<file path="src/rtl/fir_sample_loader_pkg.sv">
// Shared definitions for the FIR sample loader: default widths and FSM state encoding.
package fir_sample_loader_pkg;

  localparam int unsigned ADDR_W_DEF  = 10;
  localparam int unsigned DATA_W_DEF  = 8;
  localparam int unsigned CNT_W_DEF   = 32;
  localparam int unsigned TIMEOUT_DEF = 1000000;

  typedef enum logic [2:0] {
    ST_IDLE      = 3'd0,
    ST_LOAD      = 3'd1,
    ST_KICK      = 3'd2,
    ST_WAIT_DONE = 3'd3,
    ST_FINISH    = 3'd4
  } state_t;

endpackage

</file>
<file path="src/rtl/fir_watchdog.sv">
// Loadable down-counter; expire_c flags the enabled cycle in which the count has reached zero.
module fir_watchdog #(
  parameter int unsigned W = 20
) (
  input  logic         clk,
  input  logic         rst,
  input  logic         clear,
  input  logic         load,
  input  logic [W-1:0] load_val,
  input  logic         en,
  output logic         expire_c
);

  logic [W-1:0] count;

  // Clear beats load, load beats counting; the counter parks at zero.
  always_ff @(posedge clk) begin
    if (rst) begin
      count <= '0;
    end else if (clear) begin
      count <= '0;
    end else if (load) begin
      count <= load_val;
    end else if (en && (count != '0)) begin
      count <= count - W'(1);
    end
  end

  assign expire_c = en && (count == '0);

endmodule

</file>
<file path="src/rtl/fir_sample_loader.sv">
// Streams samples into the FIR input region of BRAM, kicks the FIR, and waits for it to finish.
module fir_sample_loader
  import fir_sample_loader_pkg::*;
#(
  parameter int unsigned ADDR_W  = ADDR_W_DEF,
  parameter int unsigned DATA_W  = DATA_W_DEF,
  parameter int unsigned CNT_W   = CNT_W_DEF,
  parameter int unsigned TIMEOUT = TIMEOUT_DEF
) (
  input  logic              clk,
  input  logic              rst,
  input  logic              arm,
  input  logic              abort,
  input  logic [ADDR_W-1:0] load_base,
  input  logic [ADDR_W-1:0] load_len,
  input  logic [DATA_W-1:0] s_data,
  input  logic              s_valid,
  output logic              s_ready,
  output logic [ADDR_W-1:0] bram_addr,
  output logic [DATA_W-1:0] bram_din,
  output logic              bram_we,
  output logic [ADDR_W-1:0] fir_input_addr,
  output logic [ADDR_W-1:0] fir_sample_count,
  output logic              fir_start,
  input  logic              fir_done,
  input  logic [CNT_W-1:0]  fir_cycles,
  output logic              busy,
  output logic              complete,
  output logic              timeout,
  output logic              err_len,
  output logic [CNT_W-1:0]  last_cycles
);

  localparam int unsigned WD_W = (TIMEOUT > 1) ? $clog2(TIMEOUT) : 1;

  state_t            state;
  state_t            state_next;
  logic [ADDR_W-1:0] idx;
  logic              hs;
  logic              accept_arm;
  logic              reject_arm;
  logic              wr_fire;
  logic              done_hit;
  logic              wd_fire;
  logic              wait_first;
  logic              wd_load;
  logic              wd_en;
  logic              wd_expire_c;

  // Stream is only accepted while loading; this is the one combinational output.
  assign s_ready = (state == ST_LOAD);
  assign hs      = s_valid && s_ready;

  assign wd_load = (state == ST_KICK) && !abort;
  assign wd_en   = (state == ST_WAIT_DONE);

  // Loaded with TIMEOUT-1 on entry so expiry lands on the TIMEOUT-th WAIT_DONE cycle.
  fir_watchdog #(
    .W (WD_W)
  ) u_watchdog (
    .clk      (clk),
    .rst      (rst),
    .clear    (abort),
    .load     (wd_load),
    .load_val (WD_W'(TIMEOUT - 1)),
    .en       (wd_en),
    .expire_c (wd_expire_c)
  );

  always_ff @(posedge clk) begin
    if (rst) begin
      state <= ST_IDLE;
    end else begin
      state <= state_next;
    end
  end

  // Next state and event strobes; abort overrides everything.
  always_comb begin
    state_next = state;
    accept_arm = 1'b0;
    reject_arm = 1'b0;
    wr_fire    = 1'b0;
    done_hit   = 1'b0;
    wd_fire    = 1'b0;

    case (state)
      ST_IDLE: begin
        if (arm) begin
          if (load_len != '0) begin
            accept_arm = 1'b1;
            state_next = ST_LOAD;
          end else begin
            reject_arm = 1'b1;
          end
        end
      end
      ST_LOAD: begin
        if (hs) begin
          wr_fire = 1'b1;
          if (idx == fir_sample_count - ADDR_W'(1)) begin
            state_next = ST_KICK;
          end
        end
      end
      ST_KICK: begin
        state_next = ST_WAIT_DONE;
      end
      ST_WAIT_DONE: begin
        // A stale done from the previous run is masked for one cycle; done beats the watchdog.
        if (fir_done && !wait_first) begin
          done_hit   = 1'b1;
          state_next = ST_FINISH;
        end else if (wd_expire_c) begin
          wd_fire    = 1'b1;
          state_next = ST_FINISH;
        end
      end
      ST_FINISH: begin
        state_next = ST_IDLE;
      end
      default: begin
        state_next = ST_IDLE;
      end
    endcase

    if (abort) begin
      state_next = ST_IDLE;
      accept_arm = 1'b0;
      reject_arm = 1'b0;
      wr_fire    = 1'b0;
      done_hit   = 1'b0;
      wd_fire    = 1'b0;
    end
  end

  // Registered datapath: write port, captured run parameters, status flags.
  always_ff @(posedge clk) begin
    if (rst) begin
      idx              <= '0;
      bram_addr        <= '0;
      bram_din         <= '0;
      bram_we          <= 1'b0;
      fir_input_addr   <= '0;
      fir_sample_count <= '0;
      fir_start        <= 1'b0;
      busy             <= 1'b0;
      complete         <= 1'b0;
      timeout          <= 1'b0;
      err_len          <= 1'b0;
      last_cycles      <= '0;
      wait_first       <= 1'b0;
    end else begin
      bram_we    <= wr_fire;
      busy       <= (state_next != ST_IDLE);
      complete   <= (state_next == ST_FINISH);
      wait_first <= (state == ST_KICK);
      // Start follows KICK by a register stage, so it trails the last BRAM write.
      fir_start  <= (state == ST_KICK) && !abort;

      if (wr_fire) begin
        bram_addr <= fir_input_addr + idx;
        bram_din  <= s_data;
        idx       <= idx + ADDR_W'(1);
      end

      if (accept_arm) begin
        fir_input_addr   <= load_base;
        fir_sample_count <= load_len;
        idx              <= '0;
        timeout          <= 1'b0;
        err_len          <= 1'b0;
      end

      if (reject_arm) begin
        err_len <= 1'b1;
      end

      if (done_hit) begin
        last_cycles <= fir_cycles;
      end

      if (wd_fire) begin
        timeout <= 1'b1;
      end
    end
  end

endmodule
</file>
<file path="config.mk">
export PLATFORM = sky130hd
export DESIGN_NAME = fir_sample_loader
export DESIGN_NICKNAME = d
export VERILOG_FILES = /design/src/rtl/fir_sample_loader_pkg.sv /design/src/rtl/fir_watchdog.sv /design/src/rtl/fir_sample_loader.sv
export SDC_FILE = /design/constraint.sdc
export NUM_CORES = 1
export LEC_CHECK = 0
export ABC_CLOCK_PERIOD_IN_PS = 2300
export BUFFER_PORTS_ARGS = -buffer_cell sky130_fd_sc_hd__buf_4
export CAP_MARGIN = 10
export CORE_AREA = 2 2 74 146
export CTS_BUF_LIST = sky130_fd_sc_hd__clkbuf_8
export DETAILED_ROUTE_END_ITERATION = 10
export DIE_AREA = 0 0 76 148
export GPL_TIMING_DRIVEN = 0
export PLACE_DENSITY = 0.75
export SLEW_MARGIN = 25
export SYNTH_ARGS = -nofsm -noshare
export SYNTH_HDL_FRONTEND = slang
export SYNTH_SLANG_ARGS = --single-unit
</file>
<file path="constraint.sdc">
create_clock -name clk -period 2.3 [get_ports clk]
set_input_delay 0.23 -clock clk [delete_from_list [all_inputs] [get_ports clk]]
set_output_delay 0.23 -clock clk [all_outputs]
set_load 0.01 [all_outputs]
</file>
==> results of run 1 <==
## state kept, by name, indices dropped and copies added, names as in the netlist
signal / cells
bram_din: 8
wait_first: 1
err_len: 1
state: 3
fir_start: 1
bram_we: 1
fir_sample_count: 10
u_watchdog.count: 20
last_cycles: 32
complete: 1
idx: 10
bram_addr: 10
fir_input_addr: 10
timeout: 1
busy: 1
## per-stage QoR
stage          instances  area, sq um
2_1_floorplan        584         4910
3_3_place_gp         860         6130
3_5_place_dp         860         6130
4_1_cts              876         6330
5_1_grt              877         6350
6_report             877         6350
## metal layers
metal	track usage, %	up-vias	routed length [um]
met5	0	-	0
met4	13.5	0	549
met3	3.97	36	489
met2	48.4	141	7980
met1	23.1	2188	4740
li1	-	2295	-
## power breakdown
part           total, W  switching, W  internal [W]
clock           0.00115      0.000728      0.000419
sequential      0.00196     0.0000289       0.00193
combinational  0.000346      0.000170      0.000175
total           0.00345      0.000928       0.00252
## final cells by class
class	count	area share, %
Clock inverter	7	1.04
Tap cell	135	2.66
Inverter	8	0.473
Sequential cell	110	34.7
Clock buffer	9	1.95
Buffer	28	1.67
Multi-Input combinational cell	438	40.7
Timing Repair Buffer	142	16.8
## worst reg2reg max path, delay by kind of cell (launching register included)
kind | cells | cell delay [ns]
buffers and inverters | 1 | 0.17
AND/OR/NAND/NOR | 4 | 1.20
AO/OA/AOI/OAI | 2 | 0.41
flip-flops | 1 | 0.38
## kinds of logic (layout without fill, tap and decap cells)
logic type	count (synthesis)	count (layout)	share of synthesized area, %
adders and majority gates	13	13	3.47
muxes	14	14	2.86
and+or+nand+nor	257	257	24.6
buffers and inverters	36	194	2.78
AOI/OAI and AO/OA	105	105	12.7
xor gates and xnor gates	49	49	8.75
DFF	110	110	44.9
## synth_stat cells, types with 8 or more instances
cell type / n / area [sq um]
nand2_1: 121 / 454
dfxtp_1: 110 / 2200
a21oi_1: 67 / 335
nor2_1: 61 / 229
clkbuf_1: 26 / 97.6
xnor2_1: 25 / 219
xor2_1: 24 / 210
mux2i_1: 14 / 140
ha_1: 12 / 150
nor3_1: 10 / 50.1
nand3_1: 9 / 45.0
inv_1: 8 / 30.0
## worst paths after layout
path                        start         endpoint  slack [ns]  depth (start not counted)
max          u_watchdog.count[10]             busy        0.04                          7
min                fir_cycles[15]  last_cycles[15]        0.07                          3
max reg2reg  u_watchdog.count[10]             busy        0.04                          7
min reg2reg       last_cycles[30]  last_cycles[30]        0.46                          2
## repair_timing
item	CTS	global route
pin swaps	0	1
resized for setup	2	5
endpoints found under the setup margin	2	12
buffers inserted	0	1
hold buffers	0	0
==> metrics.txt, run 1 <==
Netlist Area Pre-Place 0.00491 sq mm; Worst path top cell family by delay simple AND/OR/NAND/NOR gates; Max Freq 442 MHz; post-DP HPWL ~11000 um; Cell Rows 52; initial antenna violation count 0; CTS Buffer Depth 2; Die X 76 um; area grow syn2layout 29.5%; syn nets ~660; period utilisation layout 98.4%; CTS tree yes; worst path bufs/invs 1; Register Area around 0.0022 sq mm; layout cells sized above 1 a little under a quarter; Finish-stage setup viols 0; initial drt markers approximately 230; DRC 0; critical-path cell list or4_4, nor4b_4, buf_6, nand4_1, nand2_2, o32ai_1, o31a_1; startpoint types register; commonest cells after routing, fill and taps aside 141 x buf_4, 120 x nand2_1, 109 x dfxtp_1; Core Box Area 0.0101 sq mm; clk slew on worst S/H paths 0.12 ns; total power 0.00345 W; hold_ws ~0.071 ns; antenna-violating nets left 0; first-pass GRT wire length between 20000 and 25000 um; setup TNS 0 ns; Max Clock Skew 0.0123 ns; final core utilization a little over three fifths; vias in the first global route between 4000 and 5000; Die ar. about 0.011 sq mm; LEAKAGE around 2.7 nW; pwr dens about 540 mW/mm^2; Seq cells post-synth 110; max incr delay on CP 0.60 ns; prevailing post-synth register cell dfxtp_1; Vias/cell 5.31; pin count of the biggest net entering global routing 21; Slowest-stage cell, CP or4_4; Overflow after GRT 0; fin nets 816; chip height 148 um; fin crit period around 2.3 ns; All-Layer GR Usage ~24%; routability cong. 0.931; via count 4660; Synth cell types 56; Hold Path Class primary input to register; I/O Pins ~140; ant diodes 0; wire per inst around 16 um; Worst Tran Pin Value 0.707 ns; Multi-input gate area 0.00258 sq mm; RSZ-0062 raised after global routing yes; most common library cell in the layout ignoring fill and taps buf_4; Peak VDD IR between 300 and 400 uV; sequential share of the synthesized area 44.9%; max_cap viols 0; CTS Buf Count 9; Max H-tree Level 3; fillers about 930; Starting Density slightly below 50%; crit path capture type register; Root Buffer Master clkbuf_8; pre-CTS setup slack -0.000839 ns; Pins Over Slew Limit 0; drt total wl 13800 um; CP Class register to register; Clock Latency Late Sink 0.39 ns; CP required 2.58 ns; Arrival @ worst endpoint 2.55 ns; Slew headroom 52.5%; CTS Sinks 110; YS warnings 0; status finished, final reports clean; Post-synth EDFFs 0; final worst setup slack 0.0365 ns; IO buf count 141; Mapped Cells around 580; Crit Path Max Fanout 7; Avg Cell Area, Syn around 8.4 sq um; Detailed Routing Iterations Pass 1 5; FFs w/ async S/R, synth 0%; Final Hold Viols 0
(Power assumes the default switching activity.)
==> run 2, diff against run 1 <==
ABC_CLOCK_PERIOD_IN_PS = 2200   (was 2300)
CTS_BUF_LIST = default   (was sky130_fd_sc_hd__clkbuf_8)
clock period = 2.2 ns   (was 2.3 ns; I/O delays follow)
==> run 2 against run 1 <==
Via count about the same. Clock power up 39%. Combinational power grew 6.1%.
==> metrics.txt, run 2 (synthesized netlist as in run 1, its figures left out) <==
wire per inst 15.8 um (+0.41%); Worst path top cell family by delay simple AND/OR/NAND/NOR gates; worst path bufs/invs 1 (unchanged); pin count of the biggest net entering global routing 21 (unchanged); commonest cells after routing, fill and taps aside 146 x buf_4, 120 x nand2_1, 106 x dfxtp_1; initial antenna violation count 0 (unchanged); cts-stage hold buffer count 0 (unchanged); Die X 76 um (unchanged); max_cap viols 0 (unchanged); critical-path cell list or4_4, buf_4, or4b_1, nor2_1, nand2_1, xor2_1, a21oi_1; Max Freq 473 MHz (+7.0%); All-Layer GR Usage 24.5% (+0.13 points); hold_ws 0.0949 ns (+0.0239 ns); ant diodes 0 (unchanged); Die ar. 0.0112 sq mm (unchanged); Root Buffer Master clkbuf_16; fillers 892 (-4.0%); layout cells sized above 1 24.9% (+1.6 points); Clock Latency Late Sink 0.36 ns (-0.03 ns); Cell Rows 52 (unchanged); Slew headroom 62.0% (+9.5 points); Max Clock Skew 0.0101 ns (-0.00223 ns); initial drt markers 168 (-28%); Final Hold Viols 0 (unchanged); Starting Density 48.6% (unchanged); switching pwr 0.00101 W (+9.3%); vias in the first global route 4803 (+1.0%); Pint 0.00299 W (+19%); antenna-violating nets left 0 (unchanged); period utilisation layout 96.2% (-2.3 points); CP required 2.43 ns (-0.15 ns); Crit Path Max Fanout 4 (-3); number of flip-flops in the largest register 32 (unchanged); Pins Over Slew Limit 0 (unchanged); fin crit period 2.12 ns (-0.148 ns); CTS Sinks 110 (unchanged); clk slew on worst S/H paths 0.08 ns (-0.04 ns); Finish-stage setup viols 0 (unchanged); startpoint types register; post-DP HPWL 10900 um (unchanged); Max H-tree Level 3 (unchanged); Detailed Routing Iterations Pass 1 4 (-1); register with the most flip-flops last_cycles; Hold Path Class primary input to register; most common library cell in the layout ignoring fill and taps buf_4; Arrival @ worst endpoint 2.34 ns (-0.21 ns); area grow syn2layout 33.2%; LEAKAGE 2.74 nW (+3.2%); part of the power in registers 51.0% (-5.7 points); Peak VDD IR 430 uV (+14%); chip height 148 um (unchanged); Top Registers last_cycles (32), u_watchdog.count (20); pwr dens 613 mW/mm^2 (+13%); logic gate share of total power 9.2% (-0.8 points); Slowest-stage cell, CP or4_4; Worst Tran Pin Value 0.571 ns (-0.136 ns); I/O Pins 143 (unchanged); drt total wl 13900 um (+0.87%); fin nets 820 (+0.49%); CP Class register to register; Core Box Area 0.0101 sq mm (unchanged); CTS Buf Count 9 (unchanged); max incr delay on CP 0.55 ns (-0.05 ns); DRC 0 (unchanged); first-pass GRT wire length 22300 um (+0.56%); Vias/cell 5.29 (-0.48%); via count 4659 (-0.021%); RSZ-0062 raised after global routing yes; switching share of power 25.3% (-1.6 points); CTS tree yes; CTS Buffer Depth 2 (unchanged); clock network fraction of total power 39.9% (+6.6 points); IO buf count 141 (unchanged); crit path capture type register; placed cell areas 0.00613 sq mm (unchanged); Design Area, Final 0.00654 sq mm (+2.8%); Overflow after GRT 0 (unchanged); status finished, final reports clean; routability cong. 0.931 (unchanged)
-- run 2: changes by cell type in the layout (fill, tap and decap cells not counted), sizes merged --
cell / change
buf: +4
-- run 2: metrics by stage --
| step | util (%) | TNS, ns | total power, W | worst slack [ns] | std cells |
|---|---|---|---|---|---|
| after detailed placement | 60.8 | -0.580 | 0.00245 | -0.101 | 860 |
| final | 64.8 | 0 | 0.00401 | 0.0846 | 881 |
| after global routing | 64.8 | -0.0417 | 0.00414 | -0.0283 | 881 |
| after CTS | 64.1 | 0 | 0.00402 | 0.00326 | 879 |
| after floorplan | - | 0 | 0.00226 | 0.210 | 584 |
| after global placement | 60.8 | -0.165 | 0.00244 | -0.0405 | 860 |
-- run 2: timing repair --
item / in CTS / in global routing
pin swaps: 2 / 6
gates cloned: 0 / 0
gates resized for setup: 4 / 18
endpoints found under the setup margin: 13 / 17
buffers inserted: 3 / 2
hold endpoints to repair: 0 / 0
-- run 2: power groups by stage --
stage | clock (W) | sequential, W | combinational [W]
after floorplan | 0 | 0.00210 | 0.000169
after global placement | 0 | 0.00209 | 0.000351
after detailed placement | 0 | 0.00209 | 0.000361
after CTS | 0.00161 | 0.00204 | 0.000363
after global routing | 0.00170 | 0.00205 | 0.000399
final | 0.00160 | 0.00204 | 0.000367
-- run 2: final cells by class --
cell class                      count  area (sq um)  area share, %
Buffer                             28           109           1.67
Clock buffer                        9           225           3.45
Clock inverter                      7          66.3           1.01
Inverter                            8          30.0          0.460
Multi-Input combinational cell    438          2630           40.2
Sequential cell                   110          2210           33.9
Tap cell                          135           169           2.58
Timing Repair Buffer              146          1100           16.8
-- run 2: routing by layer --
| layer | global-route usage, % | vias up | share of wire [%] |
|---|---|---|---|
| li1 | - | 2301 | - |
| met1 | 23.0 | 2202 | 34 |
| met2 | 49.0 | 119 | 58 |
| met3 | 4.15 | 37 | 3.7 |
| met4 | 13.1 | 0 | 4.1 |
| met5 | 0 | - | 0 |
-- run 2: worst reg2reg max path, cell delays in order, from the launching register on --
cell and delay (ns):
dfxtp_4 0.36, or4_4 0.55, buf_4 0.16, or4b_1 0.50, nor2_1 0.11, nand2_1 0.07, xor2_1 0.16, a21oi_1 0.08
-- run 2: worst paths after layout --
check / from / to / slack, ns / cells after the start
worst max-delay path: u_watchdog.count[11] / u_watchdog.count[19] / 0.08 / 7
worst min-delay path: load_base[2] / fir_input_addr[2] / 0.09 / 3
worst max register to register: u_watchdog.count[11] / u_watchdog.count[19] / 0.08 / 7
worst min register to register: last_cycles[30] / last_cycles[30] / 0.46 / 2
==> run 3, diff against run 2 <==
PLACE_DENSITY = 0.81   (was 0.75)
==> run 3 against run 2 <==
Clock skew fell by 0.0052 ns. Core utilization about the same. Global-route usage decreased by 0.85 points. Non-clock buffer count did not move. Maximum frequency is 0.71% higher. Sequential cell count did not move. Sequential power barely moved. Routed wire length is 2.6% lower. Largest cell class unchanged.
==> metrics.txt, run 3 (synthesized netlist as in run 1, its figures left out) <==
CP Class register to register; Die ar. 0.0112 sq mm (unchanged); CTS Buffer Depth 2 (unchanged); Crit Path Max Fanout 5 (+1); critical path launch point u_watchdog.count[11]; RSZ-0062 raised after global routing yes; RR Startpoint u_watchdog.count[11]; Cell Rows 52 (unchanged); CTS Buf Count 9 (unchanged); vias in the first global route 4569 (-4.9%); DRC 0 (unchanged); startpoint types register; Final Hold Viols 0 (unchanged); period utilisation layout 95.5% (-0.67 points); Root Buffer Master clkbuf_16; All-Layer GR Usage 23.6% (-0.85 points); post-DP HPWL 10500 um (-3.8%); max_cap viols 0 (unchanged); Arrival @ worst endpoint 2.34 ns (about the same); clk slew on worst S/H paths 0.07 ns (about the same); chip height 148 um (unchanged); I/O Pins 143 (unchanged); fin crit period 2.10 ns (-0.0148 ns); hold path start load_base[0]; commonest cells after routing, fill and taps aside 145 x buf_4, 120 x nand2_1, 107 x dfxtp_1; max incr delay on CP 0.57 ns (+0.02 ns); pin count of the biggest net entering global routing 20 (-4.8%); antenna-violating nets left 0 (unchanged); Register Area 0.00221 sq mm (-0.17%); CTS Sinks 110 (unchanged); Overflow after GRT 0 (unchanged); Top Registers last_cycles (32), u_watchdog.count (20); initial drt markers 227 (+35%); Core Box Area 0.0101 sq mm (unchanged); cts-stage hold buffer count 0 (unchanged); Starting Density 48.6% (unchanged); critical-path cell list or4_4, nor4b_4, buf_6, nand4_1, nand2_2, o32ai_1, o31a_1; Slowest-stage cell, CP or4_4; Clock Latency Late Sink 0.35 ns (about the same); pwr dens 627 mW/mm^2 (+2.2%); Vias/cell 5.29 (about the same); number of flip-flops in the largest register 32 (unchanged); ant diodes 0 (unchanged); first-pass GRT wire length 21400 um (-4.2%); initial antenna violation count 0 (unchanged); Hold Path Class primary input to register; Peak VDD IR 539 uV (+26%); setup TNS 0 ns (unchanged); Max Freq 476 MHz (+0.71%); fin nets 820 (unchanged); final core utilization 64.8% (about the same); Pins Over Slew Limit 0 (unchanged); Max H-tree Level 3 (unchanged); layout cells sized above 1 24.5% (-0.40 points); CP required 2.44 ns (about the same); hold_ws 0.0914 ns (-0.00353 ns); area grow syn2layout 33.3% (about the same); status finished, final reports clean; Worst path top cell family by delay simple AND/OR/NAND/NOR gates; CTS tree yes; wire per inst 15.3 um (-2.6%); most common library cell in the layout ignoring fill and taps buf_4; register with the most flip-flops last_cycles; LEAKAGE 2.74 nW (-0.21%); Worst Tran Pin Value 0.630 ns (+0.0594 ns); fillers 856 (-4.0%); crit path capture type register; total power 0.00410 W (+2.2%); Slew headroom 58.0% (-4.0 points); IO buf count 141 (unchanged); worst path bufs/invs 1 (unchanged); Max Clock Skew 0.00491 ns (-0.00518 ns); routability cong. 0.912 (-2.0%); Detailed Routing Iterations Pass 1 6 (+2); Finish-stage setup viols 0 (unchanged); Die X 76 um (unchanged); drt total wl 13500 um (-2.6%); via count 4662 (+0.064%); Multi-input gate area 0.00261 sq mm (-0.62%)
==> run 3: per-stage QoR <==
stage,instance area (sq um),cells,worst slack [ns]
after global routing,6540,881,0.00292
after CTS,6480,879,0.00217
after global placement,6130,860,-0.0425
final,6540,881,0.0995
after floorplan,4910,584,0.210
after detailed placement,6130,860,-0.0811
==> run 3: layer usage <==
metal	wire (um)	track usage [%]	vias up	share of wire, %
met3	531	3.91	35	3.9
li1	-	-	2301	-
met1	4600	21.8	2194	34
met4	518	12.4	0	3.8
met2	7870	48.0	132	58
met5	0	0	-	0
==> run 3: cell type report <==
class | instances | share of cell area, %
Sequential cell | 110 | 33.8
Clock inverter | 6 | 1.15
Clock buffer | 10 | 3.65
Timing Repair Buffer | 146 | 16.8
Buffer | 28 | 1.63
Tap cell | 135 | 2.58
Inverter | 8 | 0.459
Multi-Input combinational cell | 438 | 39.9
==> run 3: worst paths after layout <==
check | endpoint | cells past startpoint | slack [ns]
worst max-delay path | busy | 7 | 0.1
worst min-delay path | fir_input_addr[0] | 3 | 0.09
worst max register to register | busy | 7 | 0.1
worst min register to register | bram_din[1] | 2 | 0.45
==> run 3: tightest hold or removal path, stage by stage <==
cell and delay [ns]:
buf_4 0.07, mux2i_1 0.05, nor2_1 0.07
==> run 3: timing repair <==
| item | in CTS | in global routing |
|---|---|---|
| endpoints found under the setup margin | 10 | 17 |
| pin swaps | 1 | 5 |
| setup buffers | 3 | 2 |
| gates resized for setup | 3 | 11 |
| cloned | 0 | 0 |
==> run 3: power breakdown <==
part / total [W] / switching [W] / leakage (nW) / internal [W]
Combinational: 0.000358 / 0.000175 / 1.70 / 0.000184
Sequential: 0.00204 / 0.0000286 / 0.890 / 0.00201
Clock: 0.00170 / 0.000764 / 0.152 / 0.000932
